--- src/rtl/req_index_encoder_pkg.sv ---
// req_index_encoder_pkg: shared state encoding and counter width for req_index_encoder
package req_index_encoder_pkg;
    typedef enum logic [1:0] {IDLE = 2'd0, PRESENT = 2'd1} state_t;
    localparam int OVF_CNT_W = 8;
endpackage

--- src/rtl/req_index_encoder_rr_pick.sv ---
// rr_pick: combinational round-robin finder, first set bit of vec at or above ptr, wrapping to 0
module rr_pick #(
    parameter int N  = 8,
    parameter int IW = $clog2(N)
) (
    input  logic [N-1:0]  vec,
    input  logic [IW-1:0] ptr,
    output logic          found,
    output logic [IW-1:0] idx
);
    logic [2*N-1:0] w_dbl;
    logic [N-1:0]   w_rot;
    logic [IW:0]    w_off;
    logic [IW:0]    w_sum;
    // rotating the doubled vector puts the search start at bit 0
    assign w_dbl = {vec, vec} >> ptr;
    assign w_rot = w_dbl[N-1:0];
    always_comb begin
        w_off = '0;
        found = 1'b0;
        for (int j = N - 1; j >= 0; j--) begin
            if (w_rot[j]) begin
                w_off = (IW+1)'(j);
                found = 1'b1;
            end
        end
    end
    assign w_sum = {1'b0, ptr} + w_off;
    assign idx   = (w_sum >= (IW+1)'(N)) ? IW'(w_sum - (IW+1)'(N)) : IW'(w_sum);
endmodule

--- src/rtl/req_index_encoder.sv ---
// req_index_encoder: captures request pulses and emits their indices round-robin over valid/ready;
// defining REQ_INDEX_ENCODER_OVF_CNT_EN adds the saturating overflow counter o_ovf_cnt.
module req_index_encoder
    import req_index_encoder_pkg::*;
#(
    parameter  int N  = 8,
    localparam int IW = $clog2(N)
) (
    input  logic          clk,
    input  logic          rst_n,
    input  logic [N-1:0]  i_req,
    output logic          o_valid,
    output logic [IW-1:0] o_index,
    input  logic          i_ready,
    output logic [N-1:0]  o_pending,
    output logic          o_overflow
`ifdef REQ_INDEX_ENCODER_OVF_CNT_EN
    ,
    output logic [OVF_CNT_W-1:0] o_ovf_cnt
`endif
);
    function automatic logic [N-1:0] onehot_of(input logic [IW-1:0] idx);
        onehot_of      = '0;
        onehot_of[idx] = 1'b1;
    endfunction

    state_t        r_state;
    logic [IW-1:0] r_ptr;
    logic          w_accept;
    logic [N-1:0]  w_clr;
    logic [N-1:0]  w_masked;
    logic          w_found;
    logic [IW-1:0] w_idx;
    logic [IW-1:0] w_ptr_inc;

    assign w_accept  = o_valid && i_ready;
    assign w_clr     = w_accept ? onehot_of(o_index) : '0;
    assign w_masked  = o_pending & ~w_clr;
    assign w_ptr_inc = (o_index == IW'(N - 1)) ? '0 : o_index + 1'b1;

    rr_pick #(.N(N), .IW(IW)) u_pick (
        .vec   (w_masked),
        .ptr   (r_ptr),
        .found (w_found),
        .idx   (w_idx)
    );

    always_ff @(posedge clk or negedge rst_n) begin
        if (!rst_n) begin
            r_state    <= IDLE;
            r_ptr      <= '0;
            o_valid    <= 1'b0;
            o_index    <= '0;
            o_pending  <= '0;
            o_overflow <= 1'b0;
        end else begin
            // a request landing on its own accept re-arms the bit without overflow
            o_pending  <= w_masked | i_req;
            o_overflow <= |(i_req & w_masked);
            case (r_state)
                IDLE: begin
                    if (w_found) begin
                        r_state <= PRESENT;
                        o_index <= w_idx;
                        o_valid <= 1'b1;
                    end
                end
                PRESENT: begin
                    if (w_accept) begin
                        r_ptr <= w_ptr_inc;
                        if (w_found) begin
                            o_index <= w_idx;
                        end else begin
                            r_state <= IDLE;
                            o_valid <= 1'b0;
                        end
                    end
                end
                default: begin
                    r_state <= IDLE;
                    o_valid <= 1'b0;
                end
            endcase
        end
    end

`ifdef REQ_INDEX_ENCODER_OVF_CNT_EN
    always_ff @(posedge clk or negedge rst_n) begin
        if (!rst_n) begin
            o_ovf_cnt <= '0;
        end else if (o_overflow && o_ovf_cnt != '1) begin
            o_ovf_cnt <= o_ovf_cnt + 1'b1;
        end
    end
`endif
endmodule

--- config.mk ---
export PLATFORM = sky130hd
export DESIGN_NAME = req_index_encoder
export DESIGN_NICKNAME = d
export VERILOG_FILES = /design/src/rtl/req_index_encoder_pkg.sv /design/src/rtl/req_index_encoder_rr_pick.sv /design/src/rtl/req_index_encoder.sv
export SDC_FILE = /design/constraint.sdc
export NUM_CORES = 1
export LEC_CHECK = 0
export ABC_CLOCK_PERIOD_IN_PS = 3100
export CORE_ASPECT_RATIO = 1.1
export CORE_UTILIZATION = 53
export DETAILED_ROUTE_END_ITERATION = 12
export PLACE_DENSITY = 0.76
export REMOVE_ABC_BUFFERS = 1
export SETUP_SLACK_MARGIN = 0.2
export SLEW_MARGIN = 10
export SYNTH_ARGS = -nofsm -noshare
export SYNTH_HDL_FRONTEND = slang
export SYNTH_SLANG_ARGS = --single-unit
--- constraint.sdc ---
create_clock -name clk -period 3.1 [get_ports clk]
set_input_delay 0.62 -clock clk [delete_from_list [all_inputs] [get_ports clk]]
set_output_delay 0.62 -clock clk [all_outputs]
set_load 0.02 [all_outputs]
# --- Yosys cells after proc, flatten, opt, wreduce, memory -nomap -nowiden ---
# Index checks and enable logic that the tools add are counted.
word_totals:
  ff_bits: 18
  output_inout_bits: 13
op_classes:
  n_lt_le_gt_ge: 3
  n_reduce_logical: 8
  bitwise: 4
  shifts: 1
  n_eq_ne: 5
  n_addsub: 3
  muxes: 32
op_table:
  columns: ["cell", "count"]
  rows:
  - ["2-to-1 mux 3 bit", 12]
  - ["AND 8 bit", 2]
  - ["right shift 16 x 3 -> 8 bit", 1]
  - ["2-to-1 mux 1 bit", 12]
  - ["2-to-1 mux 8 bit", 1]
  - ["inverter 8 bit", 1]
  - ["bitwise OR 8 bit", 1]
  - ["OR reduction 8 bit", 1]
  - ["2-to-1 mux 2 bit", 3]
  - ["case mux 3 bit (2 select lines)", 1]
  - ["adder 3 x 3 -> 4 bit", 1]
  - ["greater-or-equal comparator 4 bit, second input constant", 1]
  - ["less-than comparator 3 x 4 -> 1 bit, second input constant", 1]
  - ["!= test 2 bit, second input constant", 2]
  - ["case mux 2 bit (2 select lines)", 1]
  - ["AND reduction 2 bit", 2]
  - ["adder 3 x 1 -> 3 bit, second input constant", 1]
  - ["demux 1 bit (select 3 bit)", 1]
  - ["== test 3 bit, second input constant", 1]
  - ["greater-or-equal comparator 3 x 1 -> 1 bit, second input constant", 1]
  - ["AND reduction 3 bit", 1]
  - ["subtractor 3 x 1 -> 3 bit, second input constant", 1]
  - ["== test 2 x 1 -> 1 bit, second input constant", 1]
  - ["logical AND 1 bit", 2]
  - ["other kinds (4)", 4]

# --- Logic depth before layout (Yosys ltp) ---
logic_depth:
  word_depth: 22
  ltp_mapped: 13
  ltp_nobuf: 12

# --- Cells and area by module ---
# Synthesis repeated with hierarchy kept, for this count alone.
hier_totals:
  hier_cells: 177
  hier_area_um2: 1599.0
by_module_without_submodules:
  columns: ["mod", "instances", "cells_each", "area_each_um2", "seq_area_each_um2"]
  rows:
  - ["rr_pick", 1, 111, 843.3, 0.0]
  - ["req_index_encoder", 1, 66, 755.7, 400.4]

# --- Worst setup path after synthesis ---
# No wires, ideal clock.
synth_timing:
  path_kind: "register to register"
  from: "register o_index[1]"
  to: "register o_index[2]"
  path_stages_with_launch: 11
  path_buffers: 1
  setup_slack_ps: 326
  period_less_slack_ps: 2774
  t_arrival_ps: 2634
  path_cell_list: "dfrtp_1 buf_2 nand4b_1 o211ai_2 and3_2 a21oi_2 a221o_1 o21a_1 fa_1 a21boi_0 o221ai_1"
synth_between:
  elab_chain_cells: 22
  word_cells_on_any_way: 32
synth_rtl:
  columns: ["item", "line", "rtl"]
  rows:
  - ["start, declared", "req_index_encoder.sv:13", "output logic [IW-1:0] o_index,"]
  - ["start signal, assigned", "req_index_encoder.sv:64", "o_index <= w_idx;"]
  - ["start signal, assigned", "req_index_encoder.sv:72", "o_index <= w_idx;"]
  - ["less-than comparator 3 x 4 -> 1 bit (not written as such) / greater-or-equal comparator 3 x 1 -> 1 bit (equally long branches)", "req_index_encoder.sv:24", "onehot_of[idx] = 1'b1;"]
  - ["logical AND 1 bit (not written as such)", "req_index_encoder.sv:24", null]
  - ["2-to-1 mux 1 bit (not written as such)", "req_index_encoder.sv:24", null]
  - ["demux 1 bit (select 3 bit) (*)", "req_index_encoder.sv:24", null]
  - ["2-to-1 mux 8 bit (*)", "req_index_encoder.sv:37", "assign w_clr = w_accept ? onehot_of(o_index) : '0;"]
  - ["inverter 8 bit (*)", "req_index_encoder.sv:38", "assign w_masked = o_pending & ~w_clr;"]
  - ["AND 8 bit (*)", "req_index_encoder.sv:38", null]
  - ["right shift 16 x 3 -> 8 bit (*)", "req_index_encoder_rr_pick.sv:16", "assign w_dbl = {vec, vec} >> ptr;"]
  - ["2-to-1 mux 3 bit (8 in a row)", "req_index_encoder_rr_pick.sv:22", "if (w_rot[j]) begin"]
  - ["adder 3 x 3 -> 4 bit", "req_index_encoder_rr_pick.sv:28", "assign w_sum = {1'b0, ptr} + w_off;"]
  - ["greater-or-equal comparator 4 bit / subtractor 3 x 1 -> 3 bit (equally long branches)", "req_index_encoder_rr_pick.sv:29", "assign idx = (w_sum >= (IW+1)'(N)) ? IW'(w_sum - (IW+1)'(N)) : IW'(w_sum);"]
  - ["2-to-1 mux 3 bit", "req_index_encoder_rr_pick.sv:29", null]
  - ["2-to-1 mux 3 bit (*)", "req_index_encoder.sv:62, req_index_encoder.sv:71", null]
  - ["2-to-1 mux 3 bit", "req_index_encoder.sv:69", "if (w_accept) begin"]
  - ["case mux 3 bit (2 select lines) (*)", "req_index_encoder.sv:60", "case (r_state)"]
# Mark *: on every way between the ends. The rest lies on a longest branch, timed or not. The select of a mux whose other input is x is not followed.
# A chain may end at the register's enable or synchronous reset.

# --- Final worst setup path ---
layout_timing:
  from: "register o_index[2]"
  to: "register o_index[1]"
# The elaborated chain is that of the path after synthesis.

==> metrics.cfg <==
[synth]
ys.flop_type = dfrtp_1
synth-xor-area-share = 0.006071
synth_mux_area_frac = 0.1041
synth_area_leaders = dfrtp_1, mux2i_1, mux2i_4, o221ai_1, ha_1
async_reset_ff_frac = 1.000
synth.avg_cell_area_um2 = 9.307
synthAdderAreaFrac = 0.03990
ys_warn_count = 0
yosysUniqueCellTypes = 58
synth_edf_count = 0
yosys-top-cells-count = dfrtp_1, inv_1, nor2_1
ys_seq_elements = 16
synth-compound-area-share = 0.3400
yosysTopAreaCellShare = 0.2775
yosysMostFrequentCell = dfrtp_1
yosys.area_share.simple = 0.1778
synth_top_family_by_area = compound AO/OA/AOI/OAI gates
synthCells = 155
netlist_area_um2 = 1443
ys_seq_area_frac = 0.2775
yosys.area.top_type = dfrtp_1

[sta]
fin_crit_ps = 3036
drv_slew = 0
grt_setup_unrepaired = true
clock.fmax_ghz = 0.3293
holdWs_ps = 677.5
setup_viol = 0
slew_headroom = 0.4959
final_hold_viol_count = 0
worst_pin_slew_ps = 753.8
fin_crit_sh = 0.9795
finClkSkew_ps = 9.367

[setup_path]
endpoint_kind = register
start_kind = register
crit_fanout = 5
cp.required_ps = 3330
worst-r2r-setup-slack_ps = 60
criticalPathCategory = reg2reg
critPathMaxStageDelay_ps = 470
critPathSlowestCell = dfrtp_1
critPathArrivalTime_ps = 3260
worstRegToRegCells = 12
cp_cell_sequence = or2_4, o31a_1, buf_4, mux2i_4, a311o_1, o211ai_1, a32oi_1, o21ai_1, ha_2, inv_2, fa_2, mux2i_1

[detailed_routing]
drt_wl_total_um = 5085
viasPerCell = 6.689
first_iter_violations = 127
ant_nets = 0
routedWlPerCell_um = 20.02
num_vias = 1699
drc = 0
drtPass1Iterations = 4

[worst_hold_path]
min_path_type = reg2reg
min_path_cells = 2

[outcome]
status = finished, final reports clean

[layout]
ff_latch_area_um2 = 404.1
final.fill_count = 138
final_util = 0.8421
antenna_cells = 0
nNetsFinal = 239
drive_above_1_share = 0.4126
multi_input_area_um2 = 1046
syn2layout_area_growth_pct = 48.48

[floorplanning]
io_pins = 24
dieWidth_um = 51.75
rows = 19
die_h_um = 56.72
dieArea_um2 = 2935
start_util = 0.5671
core_um2 = 2544

[clock_tree]
cts_inserted_buffers = 3
cts_root_buffer = clkbuf_4
clk_path_buf_depth = 2
clock_sinks = 16
tritoncts = yes
ctsHtreeMaxLevel = 1
path_clk_slew_ps = 110
clkLatencyLatePin_ps = 310

[global_routing]
grt_overflow = 0
grt_pass1_wl_um = 7141
grt_max_degree = 17
grt_usage = 0.3289
antenna_found_initial = 0
grt_pass1_vias = 1503

[flow_run]
maxCapViolCount = 0

[placement]
port_buffers = 23
place_congestion = 0.9414
dp_hpwl_um = 3358

[power_and_ir_drop]
leakage_nw = 0.9097
vdd.ir_drop.worst_uv = 747.6
power.density_nw_per_um2 = 990.6

==> layout make-up <==
cell class / instances / area share
Timing Repair Buffer: 70 / 0.2704
Inverter: 10 / 0.01752
Clock buffer: 4 / 0.01694
Tap cell: 31 / 0.01811
Sequential cell: 16 / 0.1887
Multi-Input combinational cell: 123 / 0.4883
==> logic make-up (layout without fill, tap and decap cells) <==
kind of cell	count (synthesis)	in the layout
flops	16	16
simple gates	44	44
compound gates	62	62
fa+ha+maj	4	4
mux	12	12
buf+inv	16	84
xor+xnor	1	1
==> power breakdown <==
part	leakage, nW	total [W]	switching, W	internal (W)
sequential	0.161	0.000374	0.000103	0.000271
combinational	0.728	0.00160	0.000830	0.000766
clock	0.0210	0.000152	0.0000798	0.0000718
==> metal layers <==
layer | up-vias | wire (um) | part of all wire | global-route usage
li1 | 743 | - | - | -
met4 | 0 | 225 | 0.044 | 0.1351
met2 | 131 | 2504 | 0.49 | 0.5399
met1 | 793 | 1892 | 0.37 | 0.4196
met3 | 32 | 463 | 0.091 | 0.05420
met5 | - | 0 | 0 | 0
==> cell usage in the layout, fill, tap and decap left out, types with 3 or more instances in the layout <==
master           netlist  final
dfrtp_1               16     13
o21ai_1                6      5
inv_1                  9      8
o211ai_2               3      3
a21oi_2                3      4
o21a_1                 5      5
clkdlybuf4s50_1        0     22
nand3_1                6      5
o221ai_2               0      3
o211ai_1               3      3
clkbuf_4               0      3
nand2b_1               6      6
buf_4                  2     45
a21oi_1                4      3
nor2_1                 9      9
o21ai_0                6      5
mux2i_1                6      5
dfrtp_2                0      3
o21ai_2                1      3
nand2_1                7      7
==> sequential cells by signal (all words and copies together), names as in the netlist <==
name and count:
o_overflow 1, o_pending 8, o_valid 1, r_ptr 3, o_index 3
==> stage by stage <==
step | std cells | setup slack (ps) | total power (W) | area (um^2) | setup TNS [ps]
floorplan | 149 | 233.5 | 0.001126 | 1401 | 0
global placement | 231 | -498.7 | 0.001611 | 1881 | -1195
detailed placement | 231 | -656.6 | 0.001654 | 1881 | -1384
CTS | 237 | 153.5 | 0.001827 | 1939 | 0
global route | 254 | 12.57 | 0.002225 | 2142 | 0
finish | 254 | 63.63 | 0.002122 | 2142 | 0
==> worst max-delay path, delay by kind of cell, from the launching register on <==
kind	cells	cell delay, ps
flops	1	470
mux	2	310
fa+ha+maj	2	640
compound gates	5	990
buf+inv	2	230
simple gates	1	310
==> path summary, 6_finish.rpt <==
kind | start | endpoint
max in group asynchronous | rst_n | o_index[1]
min | o_pending[6] | o_pending[6]
min in group asynchronous | rst_n | o_pending[7]
max | o_index[2] | o_index[1]
max reg2reg | o_index[2] | o_index[1]
min reg2reg | o_pending[6] | o_pending[6]
==> timing repair <==
item                                   4_1_cts  5_1_grt
gates resized for setup                      7       21
setup endpoints to repair                    3        3
pin swaps                                    3       15
hold buffers                                 0        0
buffers inserted                             2       17
endpoints found under the hold margin        0        0
No activity file was read; power rests on OpenSTA's default activity.
